===== config.mk =====
export PLATFORM = sky130hd
export DESIGN_NAME = uartlite_axi_responder
export DESIGN_NICKNAME = d
export VERILOG_FILES = /design/src/rtl/uartlite_pkg.sv /design/src/rtl/sync_byte_fifo.sv /design/src/rtl/uartlite_axi_responder.sv
export SDC_FILE = /design/constraint.sdc
export NUM_CORES = 1
export LEC_CHECK = 0
export BUFFER_PORTS_ARGS = -buffer_cell sky130_fd_sc_hd__buf_2
export CAP_MARGIN = 15
export CORE_MARGIN = 2
export CORE_UTILIZATION = 36
export DETAILED_ROUTE_END_ITERATION = 6
export PLACE_DENSITY = 0.6
export SLEW_MARGIN = 20
export SYNTH_ARGS = -nofsm -noshare
export SYNTH_HDL_FRONTEND = slang
export SYNTH_HIERARCHICAL = 1
export SYNTH_SLANG_ARGS = --single-unit

===== constraint.sdc =====
create_clock -name clk -period 2.8 [get_ports clk]
set_clock_uncertainty 0.05 [all_clocks]
set_input_delay 0.42 -clock clk [delete_from_list [all_inputs] [get_ports clk]]
set_output_delay 0.42 -clock clk [all_outputs]
set_load 0.02 [all_outputs]

===== src/rtl/uartlite_pkg.sv =====
// Shared constants and FSM state types for the UART Lite AXI responder.
// Address decode uses bits [3:2] of the constants below.
package uartlite_pkg;

    localparam logic [3:0] ADDR_RX   = 4'h0;
    localparam logic [3:0] ADDR_TX   = 4'h4;
    localparam logic [3:0] ADDR_STAT = 4'h8;
    localparam logic [3:0] ADDR_CTRL = 4'hC;

    localparam int STAT_RX_VALID = 0;
    localparam int STAT_RX_FULL  = 1;
    localparam int STAT_TX_EMPTY = 2;
    localparam int STAT_TX_FULL  = 3;

    localparam int CTRL_CLR_TX = 0;
    localparam int CTRL_CLR_RX = 1;

    localparam logic [1:0] RESP_OKAY = 2'b00;

    typedef enum logic {
        R_IDLE,
        R_RESP
    } rd_state_t;

    typedef enum logic [1:0] {
        W_ADDR,
        W_DATA,
        W_IDLE
    } wr_state_t;

endpackage


===== src/rtl/sync_byte_fifo.sv =====
// Single-clock byte FIFO with an extra pointer MSB to tell full from empty.
// Clear wins over a same-cycle push or pop; head reads 0 while empty.
module sync_byte_fifo #(
    parameter int DEPTH = 16
) (
    input  logic       clk,
    input  logic       rst,
    input  logic       push,
    input  logic [7:0] push_data,
    input  logic       pop,
    input  logic       clear,
    output logic       full,
    output logic       empty,
    output logic [7:0] head
);

    localparam int AW = $clog2(DEPTH);
    localparam logic [AW:0] PTR_ONE = {{AW{1'b0}}, 1'b1};

    logic [7:0]  mem [DEPTH];
    logic [AW:0] wr_ptr;
    logic [AW:0] rd_ptr;
    logic        do_push;
    logic        do_pop;

    assign empty   = (wr_ptr == rd_ptr);
    assign full    = (wr_ptr[AW] != rd_ptr[AW]) && (wr_ptr[AW-1:0] == rd_ptr[AW-1:0]);
    assign do_push = push && !full;
    assign do_pop  = pop && !empty;
    assign head    = empty ? 8'h00 : mem[rd_ptr[AW-1:0]];

    always_ff @(posedge clk) begin
        if (rst || clear) begin
            wr_ptr <= '0;
            rd_ptr <= '0;
        end else begin
            if (do_push) begin
                wr_ptr <= wr_ptr + PTR_ONE;
            end
            if (do_pop) begin
                rd_ptr <= rd_ptr + PTR_ONE;
            end
        end
    end

    // Storage needs no reset; the pointers alone define what is valid.
    always_ff @(posedge clk) begin
        if (do_push) begin
            mem[wr_ptr[AW-1:0]] <= push_data;
        end
    end

endmodule


===== src/rtl/uartlite_axi_responder.sv =====
// AXI4-Lite slave that mimics the UART Lite register map, bridging register
// accesses to host-side RX/TX byte streams through two byte FIFOs.
//
// state  | meaning
// R_IDLE | arready high, waiting for a read address
// R_RESP | rvalid high with latched rdata, waiting for rready
// W_ADDR | awready high, waiting for a write address; bvalid may be pending
// W_DATA | wready high, waiting for write data to commit
// W_IDLE | not entered in normal operation; recovers to W_ADDR
module uartlite_axi_responder
    import uartlite_pkg::*;
#(
    parameter int FIFO_DEPTH = 16,
    parameter int DATA_W     = 32
) (
    input  logic              clk,
    input  logic              rst,
    input  logic [3:0]        uart_araddr,
    input  logic              uart_arvalid,
    output logic              uart_arready,
    output logic [DATA_W-1:0] uart_rdata,
    output logic [1:0]        uart_rresp,
    output logic              uart_rvalid,
    input  logic              uart_rready,
    input  logic [3:0]        uart_awaddr,
    input  logic              uart_awvalid,
    output logic              uart_awready,
    input  logic [DATA_W-1:0] uart_wdata,
    input  logic [3:0]        uart_wstrb,
    input  logic              uart_wvalid,
    output logic              uart_wready,
    output logic [1:0]        uart_bresp,
    output logic              uart_bvalid,
    input  logic              uart_bready,
    input  logic [7:0]        rx_byte,
    input  logic              rx_valid,
    output logic              rx_ready,
    output logic [7:0]        tx_byte,
    output logic              tx_valid,
    input  logic              tx_ready
);

    rd_state_t         rd_state;
    wr_state_t         wr_state;
    logic [1:0]        wr_sel;
    logic [1:0]        rd_sel;
    logic              ar_hs;
    logic              aw_hs;
    logic              w_hs;
    logic              wr_commit;
    logic              ctrl_wr;
    logic              rx_pop;
    logic              tx_push;
    logic              clr_tx;
    logic              clr_rx;
    logic              rx_full;
    logic              rx_empty;
    logic [7:0]        rx_head;
    logic              tx_full;
    logic              tx_empty;
    logic [DATA_W-1:0] rd_mux;
    logic              unused_bits;

    assign ar_hs     = uart_arvalid && uart_arready;
    assign aw_hs     = uart_awvalid && uart_awready;
    assign w_hs      = uart_wvalid && uart_wready;
    assign rd_sel    = uart_araddr[3:2];
    assign wr_commit = w_hs && uart_wstrb[0];
    assign tx_push   = wr_commit && (wr_sel == ADDR_TX[3:2]);
    assign ctrl_wr   = wr_commit && (wr_sel == ADDR_CTRL[3:2]);
    assign clr_tx    = ctrl_wr && uart_wdata[CTRL_CLR_TX];
    assign clr_rx    = ctrl_wr && uart_wdata[CTRL_CLR_RX];
    assign rx_pop    = ar_hs && (rd_sel == ADDR_RX[3:2]) && !rx_empty;

    assign rx_ready   = !rx_full;
    assign tx_valid   = !tx_empty;
    assign uart_rresp = RESP_OKAY;
    assign uart_bresp = RESP_OKAY;

    assign unused_bits = ^{uart_araddr[1:0], uart_awaddr[1:0],
                           uart_wdata[DATA_W-1:8], uart_wstrb[3:1]};

    sync_byte_fifo #(
        .DEPTH (FIFO_DEPTH)
    ) u_rx_fifo (
        .clk       (clk),
        .rst       (rst),
        .push      (rx_valid),
        .push_data (rx_byte),
        .pop       (rx_pop),
        .clear     (clr_rx),
        .full      (rx_full),
        .empty     (rx_empty),
        .head      (rx_head)
    );

    sync_byte_fifo #(
        .DEPTH (FIFO_DEPTH)
    ) u_tx_fifo (
        .clk       (clk),
        .rst       (rst),
        .push      (tx_push),
        .push_data (uart_wdata[7:0]),
        .pop       (tx_ready),
        .clear     (clr_tx),
        .full      (tx_full),
        .empty     (tx_empty),
        .head      (tx_byte)
    );

    // Read data is sampled in the address handshake cycle, before the pop lands.
    always_comb begin
        rd_mux = '0;
        case (rd_sel)
            ADDR_RX[3:2]: begin
                rd_mux[7:0] = rx_head;
            end
            ADDR_STAT[3:2]: begin
                rd_mux[STAT_RX_VALID] = !rx_empty;
                rd_mux[STAT_RX_FULL]  = rx_full;
                rd_mux[STAT_TX_EMPTY] = tx_empty;
                rd_mux[STAT_TX_FULL]  = tx_full;
            end
            default: begin
                rd_mux = '0;
            end
        endcase
    end

    always_ff @(posedge clk) begin
        if (rst) begin
            rd_state     <= R_IDLE;
            uart_arready <= 1'b1;
            uart_rvalid  <= 1'b0;
            uart_rdata   <= '0;
        end else begin
            case (rd_state)
                R_IDLE: begin
                    if (ar_hs) begin
                        uart_rdata   <= rd_mux;
                        uart_arready <= 1'b0;
                        uart_rvalid  <= 1'b1;
                        rd_state     <= R_RESP;
                    end
                end
                R_RESP: begin
                    if (uart_rready) begin
                        uart_rvalid  <= 1'b0;
                        uart_arready <= 1'b1;
                        rd_state     <= R_IDLE;
                    end
                end
                default: begin
                    uart_rvalid  <= 1'b0;
                    uart_arready <= 1'b1;
                    rd_state     <= R_IDLE;
                end
            endcase
        end
    end

    // A new AW handshake retires any unacknowledged response so a master that
    // never asserts bready cannot stall the write path.
    always_ff @(posedge clk) begin
        if (rst) begin
            wr_state     <= W_ADDR;
            wr_sel       <= '0;
            uart_awready <= 1'b1;
            uart_wready  <= 1'b0;
            uart_bvalid  <= 1'b0;
        end else begin
            case (wr_state)
                W_ADDR: begin
                    if (aw_hs) begin
                        wr_sel       <= uart_awaddr[3:2];
                        uart_bvalid  <= 1'b0;
                        uart_awready <= 1'b0;
                        uart_wready  <= 1'b1;
                        wr_state     <= W_DATA;
                    end else if (uart_bvalid && uart_bready) begin
                        uart_bvalid <= 1'b0;
                    end
                end
                W_DATA: begin
                    if (w_hs) begin
                        uart_wready  <= 1'b0;
                        uart_awready <= 1'b1;
                        uart_bvalid  <= 1'b1;
                        wr_state     <= W_ADDR;
                    end
                end
                default: begin
                    uart_wready  <= 1'b0;
                    uart_awready <= 1'b1;
                    wr_state     <= W_ADDR;
                end
            endcase
        end
    end

endmodule


==> results.toml <==
[status]
status = "finished clean"

[synth]
synth_compound_area_share_pct = 4.55
synthXorXnorAreaFrac_pct = 0.854
synth_cell_types = 47
synth.area.top_cells = "edfxtp_1 62%, mux4_2 12%, dfxtp_1 7.2%"
synthMuxAreaShare_pct = 13.3
synth_seq_cells = 300
synth_top_cell_by_area = "edfxtp_1"
yosysSeqAreaShare_pct = 69.6
synth_top_family_by_area = "multiplexers"
async_reset_ff_share_pct = 0
syn_avg_cell_area_um2 = 17.2
yosys-top-cells-count = "256 x edfxtp_1, 64 x mux4_2, 44 x dfxtp_1"
synthAdderAreaFrac_pct = 1.02
synth.most_common_cell = "edfxtp_1"
synth_top_area_share_pct = 62.4
yosysWarnings = 6
syn_area_mm2 = 0.0123
synth-simple-area-share_pct = 6.97
synth-main-ff-cell = "edfxtp_1"
synth_edf_count = 256
synth_cells = 716

[placement]
port-buffer-count = 52
post-dp-hpwl_um = 16000
place_area_mm2 = 0.0130
gp_congestion = 0.746

[sta]
drv_slew = 0
layout_min_cycle_time_ns = 2.70
timing.hold.ws_ns = 0.0753
finalSetupViolCount = 0
hold_viol = 0
fmax_mhz = 370
fin_crit_sh_pct = 96.5
tightest_slew_ns = 0.660
fin_setup_tns_ns = 0
slew_headroom_pct = 55.7
rsz0062_at_grt = "no"

[clock_tree]
htree_num_levels = 2
cts_tree = "built"
cts_buffers = 34
cts_root_buf = "clkbuf_16"
cts.sinks = 300
clockBufferDepth = 3
path_clk_slew_ns = 0.06
clock_latency_ns = 0.51

[routing]
avgRoutedWirePerCell_um = 20.0
antenna_left = 0
viasPerCell = 5.19
routed_wl_um = 25200
drt_iter0_markers = 487
via_count = 6527
first_pass_iters = 4
drc = 0

[global_routing]
grt_util_all_layers_pct = 14.1
overflow = 0
grt_pass1_vias = 6438
grt_pass1_wl_um = 38200
grt_max_degree = 33
antenna_found_initial = 0

[worst_setup_path]
required_ns = 2.33
crit_arrival_ns = 2.23
worstSetupPathType = "reg2out"
path_max_fanout = 18
start_kind = "register"
end_kind = "output port"

[finish]
fill_cells = 2982
synthToLayoutAreaGrowth_pct = 14.1
n_antenna_cell = 0
fin_area_mm2 = 0.0140
nNetsFinal = 856
layout-drive-gt1-share_pct = 24.2

[die]
num_io_pins = 112
dieArea_mm2 = 0.0357
die_w_um = 189
die_h_um = 189
core_area_mm2 = 0.0336
initial_utilization_pct = 36.6
rows = 67

[power]
irDropWorstVdd_mv = 0.569
p_leak_nw = 4.65
p_per_area_mw_per_mm2 = 667

[min_path]
hold_path.class = "in2reg"

[run]
max-cap-violations = 0
flip-flops by register name, indices dropped and copies added (netlist names), 2 cells and up, named ones only:
signal            cells
u_rx_fifo/mem       128
uart_rdata            8
u_tx_fifo/mem       128
u_tx_fifo/rd_ptr      5
u_rx_fifo/rd_ptr      5
u_rx_fifo/wr_ptr      5
wr_sel                2
u_tx_fifo/wr_ptr      5
through the flow:
stage                     cells  setup WS [ns]  power (mW)  util [%]
after floorplan             743          0.649        5.22         -
after global placement     1196          0.304        5.33      38.6
after detailed placement   1196          0.222        5.34      38.6
after CTS                  1256         0.0281        9.48      41.7
after global routing       1257         0.0261        9.70      41.8
final                      1257         0.0970        9.36      41.8
cells in the final DEF, fill, tap and decap left out, types with 5 or more instances in the layout:
cell and n:
clkbuf_1 8, o211ai_1 8, dfxtp_1 44, edfxtp_1 256, ha_1 10, nor3_1 16, and3_1 28, nand4_1 10
o21ai_0 9, nand3_1 16, conb_1 28, nand2_1 30, clkinv_1 5, nor4_1 5, mux4_2 64, inv_1 13
o22ai_1 32, mux2i_1 20, buf_4 11, xnor2_1 10, buf_2 52, nor2_1 13, clkinv_2 7, a21oi_1 14
clkbuf_16 34, and4_1 5
worst max-delay path, stage by stage, from the launching register on:
cell	delay (ns)
dfxtp_1	0.35
buf_12	0.19
mux4_2	0.55
o22ai_1	0.31
nor3_1	0.13
buf_2	0.18
area by class of cell:
class / instances / area, um^2 / area share, %
clock buffer: 42 / 881 / 6.27
clock inverter: 18 / 160 / 1.14
multi-input combinational: 369 / 3410 / 24.3
sequential: 300 / 8570 / 61.0
inverter: 13 / 48.8 / 0.347
timing repair buffer: 67 / 414 / 2.95
tap: 448 / 561 / 3.99
layer usage:
metal	track usage, %	share of wire [%]	vias to the layer above	wire length (um)
met4	3.88	1.7	0	438
met2	22.0	47	190	11800
li1	-	-	2960	-
met5	0	0	-	0
met1	20.1	45	3347	11300
met3	2.97	6.4	30	1620
power by group:
part / leakage [nW] / internal (mW) / switching (mW)
Combinational: 1.48 / 0.0978 / 0.236
Clock: 0.512 / 2.37 / 1.76
Sequential: 2.66 / 4.88 / 0.0197
Total: 4.65 / 7.35 / 2.02
kinds of logic (layout without fill, tap and decap cells):
logic type	after synthesis	count (layout)
DFF	300	300
and+or+nand+nor	154	154
muxes	84	84
AOI/OAI and AO/OA	81	81
buffers and inverters	74	140
xor gates and xnor gates	12	12
adders and majority gates	10	10
other	1	28
worst paths after layout:
check	slack [ns]	depth (start not counted)	start	endpoint
max	0.1	5	register	tx_byte[1]
min	0.08	2	uart_rready	uart_rvalid
max reg2reg	0.33	5	uart_wready	u_tx_fifo/mem[1][3]
min reg2reg	0.40	2	uart_rdata[5]	uart_rdata[5]
what timing repair did:
item	4_1_cts	5_1_grt
pin swaps	0	1
hold buffers	0	0
endpoints found under the setup margin	8	5
gates resized for setup	1	3
cloned	0	0
buffers inserted	0	1
(Power assumes the default switching activity.)
